**config.mk**
```make
export PLATFORM = sky130hd
export DESIGN_NAME = elevator_ctrl
export DESIGN_NICKNAME = d
export VERILOG_FILES = /design/src/rtl/elevator_pkg.sv /design/src/rtl/elevator_req_scan.sv /design/src/rtl/elevator_ctrl.sv
export SDC_FILE = /design/constraint.sdc
export NUM_CORES = 1
export LEC_CHECK = 0
export ABC_AREA = 1
export ABC_CLOCK_PERIOD_IN_PS = 2000
export CAP_MARGIN = 0
export CORE_MARGIN = 4
export CORE_UTILIZATION = 34
export DETAILED_ROUTE_END_ITERATION = 7
export GPL_TIMING_DRIVEN = 0
export HOLD_SLACK_MARGIN = 0.15
export PLACE_DENSITY = 0.61
export SKIP_CTS_REPAIR_TIMING = 1
export SLEW_MARGIN = 0
export SYNTH_ARGS = -nofsm -noshare
export SYNTH_HDL_FRONTEND = slang
export SYNTH_SLANG_ARGS = --single-unit
```
**constraint.sdc**
```tcl
create_clock -name clk -period 2 [get_ports clk]
set_clock_uncertainty 0.05 [all_clocks]
set_input_delay 0.3 -clock clk [delete_from_list [all_inputs] [get_ports clk]]
set_output_delay 0.3 -clock clk [all_outputs]
set_load 0.02 [all_outputs]
```
**src/rtl/elevator_pkg.sv**
```systemverilog
`default_nettype none
// ============================================================================
//  Module      : elevator_pkg
//  Description : Shared types and constants for the single-car elevator
//                controller: FSM state encoding, direction codes and a small
//                helper used for sizing the shared travel/door timer.
//  Contents    : state_t      - IDLE / MOVE / DOOR
//                c_DIR_*      - 2-bit direction codes driven on 'direction'
//                max_int()    - larger of two integers
//  Revision    : 1.0 - initial release
// ============================================================================
package elevator_pkg;

    typedef enum logic [1:0] {
        IDLE = 2'd0,
        MOVE = 2'd1,
        DOOR = 2'd2
    } state_t;

    localparam logic [1:0] c_DIR_IDLE = 2'b00;
    localparam logic [1:0] c_DIR_UP   = 2'b01;
    localparam logic [1:0] c_DIR_DOWN = 2'b10;

    function automatic int max_int(input int a, input int b);
        return (a > b) ? a : b;
    endfunction

endpackage
`default_nettype wire

```
**src/rtl/elevator_req_scan.sv**
```systemverilog
`default_nettype none
// ============================================================================
//  Module      : elevator_req_scan
//  Description : Combinational request scanner. Given the pending-request
//                bitmap and a reference floor, reports whether that floor is
//                itself requested and whether any request lies above/below it.
//  Ports       : i_pending  in   NUM_FLOORS  outstanding request bitmap
//                i_floor    in   FLOOR_W     reference floor
//                o_here     out  1           i_pending[i_floor]
//                o_above    out  1           any request at a floor > i_floor
//                o_below    out  1           any request at a floor < i_floor
//  Revision    : 1.0 - initial release
// ============================================================================
module elevator_req_scan
    import elevator_pkg::*;
#(
    parameter int NUM_FLOORS = 8,
    parameter int FLOOR_W    = $clog2(NUM_FLOORS)
) (
    input  logic [NUM_FLOORS-1:0] i_pending,
    input  logic [FLOOR_W-1:0]    i_floor,
    output logic                  o_here,
    output logic                  o_above,
    output logic                  o_below
);

    logic [NUM_FLOORS-1:0] w_here_mask;
    logic [NUM_FLOORS-1:0] w_above_mask;
    logic [NUM_FLOORS-1:0] w_below_mask;

    // Per-floor compare against the reference floor; the three masks are then
    // OR-reduced. Comparing per bit avoids an out-of-range variable index when
    // NUM_FLOORS is not a power of two.
    for (genvar gi = 0; gi < NUM_FLOORS; gi++) begin : g_bit
        assign w_here_mask[gi]  = i_pending[gi] && (i_floor == FLOOR_W'(gi));
        assign w_above_mask[gi] = i_pending[gi] && (i_floor <  FLOOR_W'(gi));
        assign w_below_mask[gi] = i_pending[gi] && (i_floor >  FLOOR_W'(gi));
    end

    assign o_here  = |w_here_mask;
    assign o_above = |w_above_mask;
    assign o_below = |w_below_mask;

endmodule
`default_nettype wire

```
**src/rtl/elevator_ctrl.sv**
```systemverilog
`default_nettype none
// ============================================================================
//  Module      : elevator_ctrl
//  Description : Single-car elevator controller. Latches floor requests into a
//                pending bitmap and serves them SCAN-style: keep the current
//                direction while requests lie ahead, then reverse. Times floor
//                travel and door dwell with one shared down-counter and keeps
//                the door open while the car is over weight.
//  Ports       : clk          in   1           clock
//                reset        in   1           asynchronous reset, active low
//                req_valid    in   1           request strobe
//                req_floor    in   FLOOR_W     requested floor
//                weight       in   WEIGHT_W    current load
//                cur_floor    out  FLOOR_W     floor the car is at / last left
//                direction    out  2           00 idle, 01 up, 10 down
//                moving       out  1           car travelling (MOVE)
//                door_open    out  1           door open (DOOR)
//                arrived      out  1           1-cycle pulse when a floor is served
//                over_weight  out  1           registered weight > MAX_WEIGHT
//                pending      out  NUM_FLOORS  outstanding request bitmap
//  Revision    : 1.0 - initial release
// ============================================================================
module elevator_ctrl
    import elevator_pkg::*;
#(
    parameter int NUM_FLOORS   = 8,
    parameter int FLOOR_W      = $clog2(NUM_FLOORS),
    parameter int TRAVEL_TICKS = 5000,
    parameter int DOOR_TICKS   = 5000,
    parameter int WEIGHT_W     = 11,
    parameter int MAX_WEIGHT   = 1000
) (
    input  logic                  clk,
    input  logic                  reset,
    input  logic                  req_valid,
    input  logic [FLOOR_W-1:0]    req_floor,
    input  logic [WEIGHT_W-1:0]   weight,
    output logic [FLOOR_W-1:0]    cur_floor,
    output logic [1:0]            direction,
    output logic                  moving,
    output logic                  door_open,
    output logic                  arrived,
    output logic                  over_weight,
    output logic [NUM_FLOORS-1:0] pending
);

    localparam int                   c_TIMER_W       = $clog2(max_int(TRAVEL_TICKS, DOOR_TICKS) + 1);
    localparam logic [c_TIMER_W-1:0] c_TRAVEL_RELOAD = c_TIMER_W'(TRAVEL_TICKS - 1);
    localparam logic [c_TIMER_W-1:0] c_DOOR_RELOAD   = c_TIMER_W'(DOOR_TICKS - 1);
    localparam logic [FLOOR_W-1:0]   c_TOP_FLOOR     = FLOOR_W'(NUM_FLOORS - 1);

    state_t                r_state;
    logic [c_TIMER_W-1:0]  r_timer;
    logic [FLOOR_W-1:0]    r_cur_floor;
    logic [1:0]            r_direction;
    logic                  r_arrived;
    logic                  r_over_weight;
    logic [NUM_FLOORS-1:0] r_pending;

    logic                  w_over_weight;
    logic                  w_req_in_range;
    logic                  w_req_at_open_door;
    logic [NUM_FLOORS-1:0] w_set;
    logic [NUM_FLOORS-1:0] w_clr;
    logic [FLOOR_W-1:0]    w_next_floor;
    logic                  w_at_end;
    logic                  w_here;
    logic                  w_above;
    logic                  w_below;
    logic                  w_next_here;
    logic                  w_next_above;
    logic                  w_next_below;
    logic                  w_next_ahead;
    logic                  w_arrive;
    logic [FLOOR_W-1:0]    w_arrive_floor;
    logic                  w_timer_zero;

    assign w_over_weight = (64'(weight) > 64'(MAX_WEIGHT));
    assign w_timer_zero  = (r_timer == '0);

    // ------------------------------------------------------------------------
    // Request capture. A call for the floor whose door is already open is not
    // recorded; instead it restarts the dwell timer.
    // ------------------------------------------------------------------------
    assign w_req_in_range     = req_valid && (int'(req_floor) < NUM_FLOORS);
    assign w_req_at_open_door = w_req_in_range && (r_state == DOOR) && (req_floor == r_cur_floor);
    assign w_set              = (w_req_in_range && !w_req_at_open_door)
                                ? (NUM_FLOORS'(1) << req_floor) : '0;

    // ------------------------------------------------------------------------
    // Scan the bitmap around the current floor and around the floor the car
    // would reach at the end of the current travel interval.
    // ------------------------------------------------------------------------
    assign w_next_floor = (r_direction == c_DIR_DOWN) ? (r_cur_floor - FLOOR_W'(1))
                                                      : (r_cur_floor + FLOOR_W'(1));

    // MOVE with nowhere further to go in the travel direction; a zero
    // direction cannot occur in MOVE but is folded in so the car never wraps.
    assign w_at_end = ((r_direction == c_DIR_UP)   && (r_cur_floor == c_TOP_FLOOR)) ||
                      ((r_direction == c_DIR_DOWN) && (r_cur_floor == '0))          ||
                      (r_direction == c_DIR_IDLE);

    elevator_req_scan #(
        .NUM_FLOORS (NUM_FLOORS),
        .FLOOR_W    (FLOOR_W)
    ) u_scan_cur (
        .i_pending  (r_pending),
        .i_floor    (r_cur_floor),
        .o_here     (w_here),
        .o_above    (w_above),
        .o_below    (w_below)
    );

    elevator_req_scan #(
        .NUM_FLOORS (NUM_FLOORS),
        .FLOOR_W    (FLOOR_W)
    ) u_scan_next (
        .i_pending  (r_pending),
        .i_floor    (w_next_floor),
        .o_here     (w_next_here),
        .o_above    (w_next_above),
        .o_below    (w_next_below)
    );

    assign w_next_ahead = (r_direction == c_DIR_DOWN) ? w_next_below : w_next_above;

    // ------------------------------------------------------------------------
    // Arrival event: the edge on which a pending floor is served. It drives
    // the bitmap clear, the 'arrived' pulse and the FSM's entry into DOOR.
    // ------------------------------------------------------------------------
    always_comb begin
        w_arrive       = 1'b0;
        w_arrive_floor = r_cur_floor;
        if (r_state == IDLE) begin
            w_arrive = w_here;
        end else if ((r_state == MOVE) && w_timer_zero) begin
            if (w_at_end) begin
                w_arrive = w_here;
            end else begin
                w_arrive       = w_next_here;
                w_arrive_floor = w_next_floor;
            end
        end
    end

    assign w_clr = w_arrive ? (NUM_FLOORS'(1) << w_arrive_floor) : '0;

    // ------------------------------------------------------------------------
    // FSM, timer and output registers.
    // ------------------------------------------------------------------------
    always_ff @(posedge clk or negedge reset) begin
        if (!reset) begin
            r_state       <= IDLE;
            r_timer       <= '0;
            r_cur_floor   <= '0;
            r_direction   <= c_DIR_IDLE;
            r_arrived     <= 1'b0;
            r_over_weight <= 1'b0;
            r_pending     <= '0;
        end else begin
            // Clear beats set on the same bit: the door opening now serves it.
            r_pending     <= (r_pending | w_set) & ~w_clr;
            r_over_weight <= w_over_weight;
            r_arrived     <= w_arrive;

            case (r_state)
                IDLE: begin
                    if (w_arrive) begin
                        r_state     <= DOOR;
                        r_timer     <= c_DOOR_RELOAD;
                        r_direction <= c_DIR_IDLE;
                    end else if (!r_over_weight && w_above) begin
                        r_state     <= MOVE;
                        r_timer     <= c_TRAVEL_RELOAD;
                        r_direction <= c_DIR_UP;
                    end else if (!r_over_weight && w_below) begin
                        r_state     <= MOVE;
                        r_timer     <= c_TRAVEL_RELOAD;
                        r_direction <= c_DIR_DOWN;
                    end else begin
                        r_timer     <= '0;
                        r_direction <= c_DIR_IDLE;
                    end
                end

                MOVE: begin
                    if (!w_timer_zero) begin
                        r_timer <= r_timer - c_TIMER_W'(1);
                    end else if (w_at_end) begin
                        if (w_arrive) begin
                            r_state <= DOOR;
                            r_timer <= c_DOOR_RELOAD;
                        end else begin
                            r_state     <= IDLE;
                            r_timer     <= '0;
                            r_direction <= c_DIR_IDLE;
                        end
                    end else begin
                        r_cur_floor <= w_next_floor;
                        if (w_arrive) begin
                            r_state <= DOOR;
                            r_timer <= c_DOOR_RELOAD;
                        end else if (!w_next_ahead) begin
                            r_state     <= IDLE;
                            r_timer     <= '0;
                            r_direction <= c_DIR_IDLE;
                        end else begin
                            r_timer <= c_TRAVEL_RELOAD;
                        end
                    end
                end

                DOOR: begin
                    if (r_over_weight || w_req_at_open_door) begin
                        r_timer <= c_DOOR_RELOAD;
                    end else if (!w_timer_zero) begin
                        r_timer <= r_timer - c_TIMER_W'(1);
                    end else if ((r_direction == c_DIR_DOWN) ? w_below : w_above) begin
                        // Requests still ahead: continue the sweep.
                        r_state <= MOVE;
                        r_timer <= c_TRAVEL_RELOAD;
                        r_direction <= (r_direction == c_DIR_DOWN) ? c_DIR_DOWN : c_DIR_UP;
                    end else if ((r_direction == c_DIR_DOWN) ? w_above : w_below) begin
                        // Only requests behind: reverse.
                        r_state <= MOVE;
                        r_timer <= c_TRAVEL_RELOAD;
                        r_direction <= (r_direction == c_DIR_DOWN) ? c_DIR_UP : c_DIR_DOWN;
                    end else begin
                        r_state     <= IDLE;
                        r_timer     <= '0;
                        r_direction <= c_DIR_IDLE;
                    end
                end

                default: begin
                    r_state     <= IDLE;
                    r_timer     <= '0;
                    r_direction <= c_DIR_IDLE;
                end
            endcase
        end
    end

    assign cur_floor   = r_cur_floor;
    assign direction   = r_direction;
    assign moving      = (r_state == MOVE);
    assign door_open   = (r_state == DOOR);
    assign arrived     = r_arrived;
    assign over_weight = r_over_weight;
    assign pending     = r_pending;

endmodule
`default_nettype wire
```
# [Yosys cells after proc, flatten, opt, wreduce, memory -nomap -nowiden]
# Index checks and enable logic that the tools add are counted.
# W data, S select, Z words.
[totals] latch_bits=0 rom_bits=0 register_bits=30 word_cells=201 memories=0 ram_bits=0 output_inout_bits=17
[op_classes] order_cmp=33 n_div=0 add_sub_neg=3 n_mux=52 shifts=2 mul=0 n_eq_ne=26 bitwise=3 reduce_logical=75
[ops] operator="$mux W13" count=12
[ops] operator="$logic_and A1 B1 Y1" count=56
[ops] operator="$reduce_or A8 Y1" count=6
[ops] operator="$mux W2" count=23
[ops] operator="$pmux W13 S3" count=1
[ops] operator="$eq A3 B3 Y1 const B" count=8
[ops] operator="$gt A3 B3 Y1 const B" count=8
[ops] operator="$lt A3 B3 Y1 const B" count=8
[ops] operator="$mux W8" count=2
[ops] operator="$shl A1 B3 Y8 const A" count=2
[ops] operator="$logic_not A13 Y1" count=1
[ops] operator="$sub A13 B1 Y13 const B" count=1
[ops] operator="$eq A3 B2 Y1 const B" count=4
[ops] operator="$gt A3 B1 Y1 const B" count=4
[ops] operator="$gt A3 B2 Y1 const B" count=4
[ops] operator="$lt A3 B1 Y1 const B" count=4
[ops] operator="$lt A3 B2 Y1 const B" count=4
[ops] operator="$mux W3" count=4
[ops] operator="$pmux W2 S3" count=2
[ops] operator="$gt A11 B10 Y1 const B" count=1
[ops] operator="$reduce_and A5 Y1" count=2
[ops] operator="$and A8 B8 Y8" count=1
[ops] operator="$mux W1" count=8
[ops] operator="$not A8 Y8" count=1
[ops] operator="other kinds (17)" count=27

# [Depth between registers and ports, before layout]
[depth] depth_word=12 depth_mapped=18 mapped_depth_nobuf=18

# [Cells and area by module]
# A second synthesis with hierarchy kept.
[hier_totals] cells_unflattened=453 area_unflattened_um2=2876.5
[by_module_without_submodules] mod="elevator_ctrl" area_per_inst_um2=2298.5 cells_each=335 instances=1
[by_module_without_submodules] mod="elevator_req_scan" area_per_inst_um2=289.0 cells_each=59 instances=2

# [Least setup slack after synthesis]
# Ideal clock, no wire load.
[synth_timing] path_type="flip-flop to flip-flop" start="register r_cur_floor[1] (netlist: cur_floor[1])" end="register r_timer[0]" n_path_buf=0 path_stages_with_launch=16 path_slack_ps=-378 setup_ps=119 required_ps=1831 synth_period_minus_slack_ps=2378 t_arrival_ps=2209 cell_sequence="dfrtp_1 -> inv_1 -> ha_1 -> inv_1 -> ha_1 -> nand3_1 -> nand2_2 -> nor2_1 -> nand2_1 -> nand2_1 -> nor2_1 -> nand2_1 -> a21oi_4 -> nand2_2 -> a21oi_1 -> nand2_1"
[synth_between] elab_chain_len=12 word_cells_on_any_way=133 classes_between="add/sub: 2; order compare: 32; eq/ne: 15; mux: 20; reduce/logical: 64"
[synth_lines] item="start: declaration" line="elevator_ctrl.sv:54" text="logic [FLOOR_W-1:0] r_cur_floor;"
[synth_lines] item="start signal: assignment" line="elevator_ctrl.sv:199" text="r_cur_floor <= w_next_floor;"
[synth_lines] item="parallel branches: the longest is 11 deep, another holds $add A3 B1 Y3"
[synth_lines] item="$pmux W13 S3 (*)" line="elevator_ctrl.sv:166" text="case (r_state)"
[synth_lines] item="end signal: assignment" line="elevator_ctrl.sv:188" text="r_timer <= r_timer - c_TIMER_W'(1);"
[synth_lines] item="end signal: assignment" line="elevator_ctrl.sv:192" text="r_timer <= c_DOOR_RELOAD;"
[synth_lines] item="end signal: assignment" line="elevator_ctrl.sv:202" text="r_timer <= c_DOOR_RELOAD;"
[synth_lines] item="end: declaration" line="elevator_ctrl.sv:53" text="logic [c_TIMER_W-1:0] r_timer;"
# Every way passes the cells marked *.
# A chain may end at the register's enable or synchronous reset.

# [Worst setup path after layout]
[layout_timing] start="register r_cur_floor[0] (netlist: cur_floor[0])" end="register r_timer[0]"
# The elaborated chain is that of the path after synthesis.

==> out/metrics.cfg <==
[outcome]
status = finished with violations
violations = negative setup slack

[routing]
detail-route-antenna-nets = 0
viasPerCell = 4.92
wl_per_cell_um = 13.6
firstDrtPassIters = 5
vias = 2707
drt-total-wl_um = 7510
drc = 0
drt_iter0_drc = 168

[logic_synthesis]
synth_top_family_by_area = simple AND/OR/NAND/NOR gates
synth_fa_ha_area_share_pct = 4.48
avgSynthCellArea_um2 = 6.47
postSynthCellCount = 389
synth-xor-area-share_pct = 3.83
ys_warn_count = 0
synth-simple-area-share_pct = 38.6
muxShareOfSynthArea_pct = 0
synth_seq_area_share_pct = 29.9
synth_compound_area_share_pct = 13.9
syn_area_mm2 = 0.00251
synth_nets = 415
ys_seq_elements = 30
yosysUniqueCellTypes = 38

[timing]
fin_crit_sh_pct = 119
setup_viol = 19
hold_violations = 0
fmax_mhz = 420
setup_slack_ns = -0.381
hold_slack_ns = 0.486
finalMaxSlewViolations = 0
maxSlewHeadroom_pct = 54.3
worstMarginPinSlew_ns = 0.685
layout_min_cycle_time_ns = 2.38
grt_setup_unrepaired = true

[grt]
antenna_found_initial = 0
grt_max_degree = 31
grt_pass1_wl_um = 12000
grt_util_all_layers_pct = 17.2
grt_pass1_vias = 2497
grt_overflow = 0

[cts]
cts.sinks = 30
clkSlewWorstSetupHoldPaths_ns = 0.07
cts_max_level = 2
cts_made_buffers = 5
cts_tree = yes
root_buffer = clkbuf_8
clockBufferDepth = 2
clock_latency_ns = 0.29

[pwr]
combinationalPowerShare_pct = 13.7
p_leak_nw = 1.69
power_switching_uw = 400
intPower_mw = 1.09
seqPwrFrac_pct = 43.9
switching_share_pct = 26.9
clkPwrFrac_pct = 42.4
ir_drop_uv = 278
power_mw = 1.49
pwr_density_cell_mw_per_mm2 = 423

[final_layout]
fin_util_pct = 48.8
final_area_mm2 = 0.00352
drive_above_1_share_pct = 22.2
fin_nets = 476
stdcell_count = 550
area_delta_synth_final_pct = 40.0
diodes = 0

[setup_path]
worstPathCellList = clkinv_4, buf_4, ha_4, inv_2, nand3_1, nand2_4, nand3b_4, nand3_2, nor2_1, nand2_2, a21oi_4, nand2_4, a21oi_2, nand2_1
path_class = flop to flop
critical_path_arrival_ns = 2.50
regToRegStartpoint = cur_floor[0]
crit_start = cur_floor[0]
ff2ff_setup_slack_ns = -0.38
critPathMaxFanout = 7
cp-start-kind = flop
endpoint_kind = flop
rr_worst_depth = 14
r2r-end = r_timer[0]
cpLargestDelayFamily = simple AND/OR/NAND/NOR gates
crit_slowest_cell = dfrtp_2
path_buf_inv = 3
max_stage_delay_ns = 0.46
required_ns = 2.12
cpMostUsedCell = nand2_4

[die]
initial_core_util_pct = 34.9
rows = 31
ioPinCount = 34
dieArea_mm2 = 0.00884
coreArea_mm2 = 0.00721
fp.dieW_um = 94.0
die_h_um = 94.0

[hold_path]
hold_end = r_state[0]
hp-start = r_state[0]
min_delay_path_depth = 2
holdCritPathClass = flop to flop

[placement]
place_congestion = 0.915
place.port_buffers = 33
dp_hpwl_um = 5410
dp.cells = 521
placed_area_mm2 = 0.00307

[flow_run]
drv_cap = 0

layout make-up:
| cell class | count | area, um2 |
|---|---|---|
| Clock inverter | 3 | 45.0 |
| Fill cell | 769 | 3690 |
| Clock buffer | 5 | 68.8 |
| Tap cell | 99 | 124 |
| Inverter | 57 | 230 |
| Timing Repair Buffer | 54 | 492 |
| Multi-Input combinational cell | 298 | 1780 |
| Sequential cell | 30 | 754 |
| Buffer | 4 | 30.0 |
logic make-up after synthesis:
kind of cell / count (synthesis)
simple gates: 220
buf+inv: 61
compound gates: 58
flops: 30
xor+xnor: 11
fa+ha+maj: 9
worst min-delay path: stages, from the launching register on:
cell and delay (ns):
dfrtp_1 0.38, nand2_1 0.07, nand2_1 0.05
worst max path at each step:
stage / to / slack (ns) / depth (start not counted)
after floorplan: r_timer[0] / -0.27 / 15
after global placement: r_timer[0] / -0.51 / 15
after detailed placement: r_timer[0] / -0.52 / 15
after CTS: r_timer[0] / -0.55 / 15
after global routing: r_state[0] / -0.52 / 17
final: r_timer[0] / -0.38 / 14
synthesized netlist by cell type (all sizes together):
cell     count  area, um2
nand2      109        429
dfrtp       30        751
clkbuf       2       7.51
nor2        51        204
buf          2       12.5
o21ai       22        114
a2bb2oi      8       70.1
or3          1       6.26
o22ai        2       12.5
xor2         8       70.1
xnor2        3       26.3
a21oi       23        126
or2          3       18.8
inv         57        214
ha           9        113
nand3b       3       26.3
o211ai       1       12.5
nor3b        1       7.51
o21a         1       7.51
nand3       28        145
and3         1       6.26
nor3        13       65.1
o31ai        1       7.51
and2         1       6.26
nand4        6       37.5
nor4         3       18.8
state kept, by name, indices dropped and copies added (netlist names):
signal and count:
r_timer 13, cur_floor 3, arrived 1, r_state 2
direction 2, pending 8, over_weight 1
layout by cell type (no fill, tap or decap), types with 4 or more instances in the layout:
cell             synthesis  final
ha_1                     9      5
a21oi_1                 22     14
o21ai_0                 19     14
nand2_4                  1      7
inv_2                    2      5
nand2_2                  5      7
buf_4                    1     20
nor2_2                   2      7
clkdlybuf4s50_1          0     31
a2bb2oi_1                8      8
nand3_2                  1      6
nand4_1                  6      6
o21ai_1                  2      4
nor3_1                  13     12
xor2_1                   8      7
dfrtp_1                 30     27
nand2_1                103     95
inv_1                   55     48
nor2_4                   1      4
clkbuf_8                 0      5
a21oi_2                  0      8
ha_4                     0      4
nor2_1                  48     40
nand3_1                 27     22
per-layer routing:
metal  global-route usage [%]  up-vias  part of all wire (%)
met4                     6.38        0                   1.8
li1                         -     1382                     -
met1                     24.4     1245                    47
met2                     25.7       70                    46
met3                     3.13       10                   5.3
met5                        0        -                     0
stage by stage:
stage | TNS [ns] | worst slack (ns)
after CTS | -9.05 | -0.549
after floorplan | -3.63 | -0.275
after global routing | -8.99 | -0.518
after global placement | -9.21 | -0.508
final | -6.05 | -0.381
after detailed placement | -8.07 | -0.517
power by group through the flow:
stage	clock [mW]	sequential (mW)	combinational (mW)
floorplan	0	0.668	0.0909
global placement	0	0.666	0.195
detailed placement	0	0.665	0.196
CTS	0.645	0.654	0.197
global route	0.674	0.657	0.225
finish	0.631	0.654	0.203
Note: power is estimated with default switching activity, not from simulation.
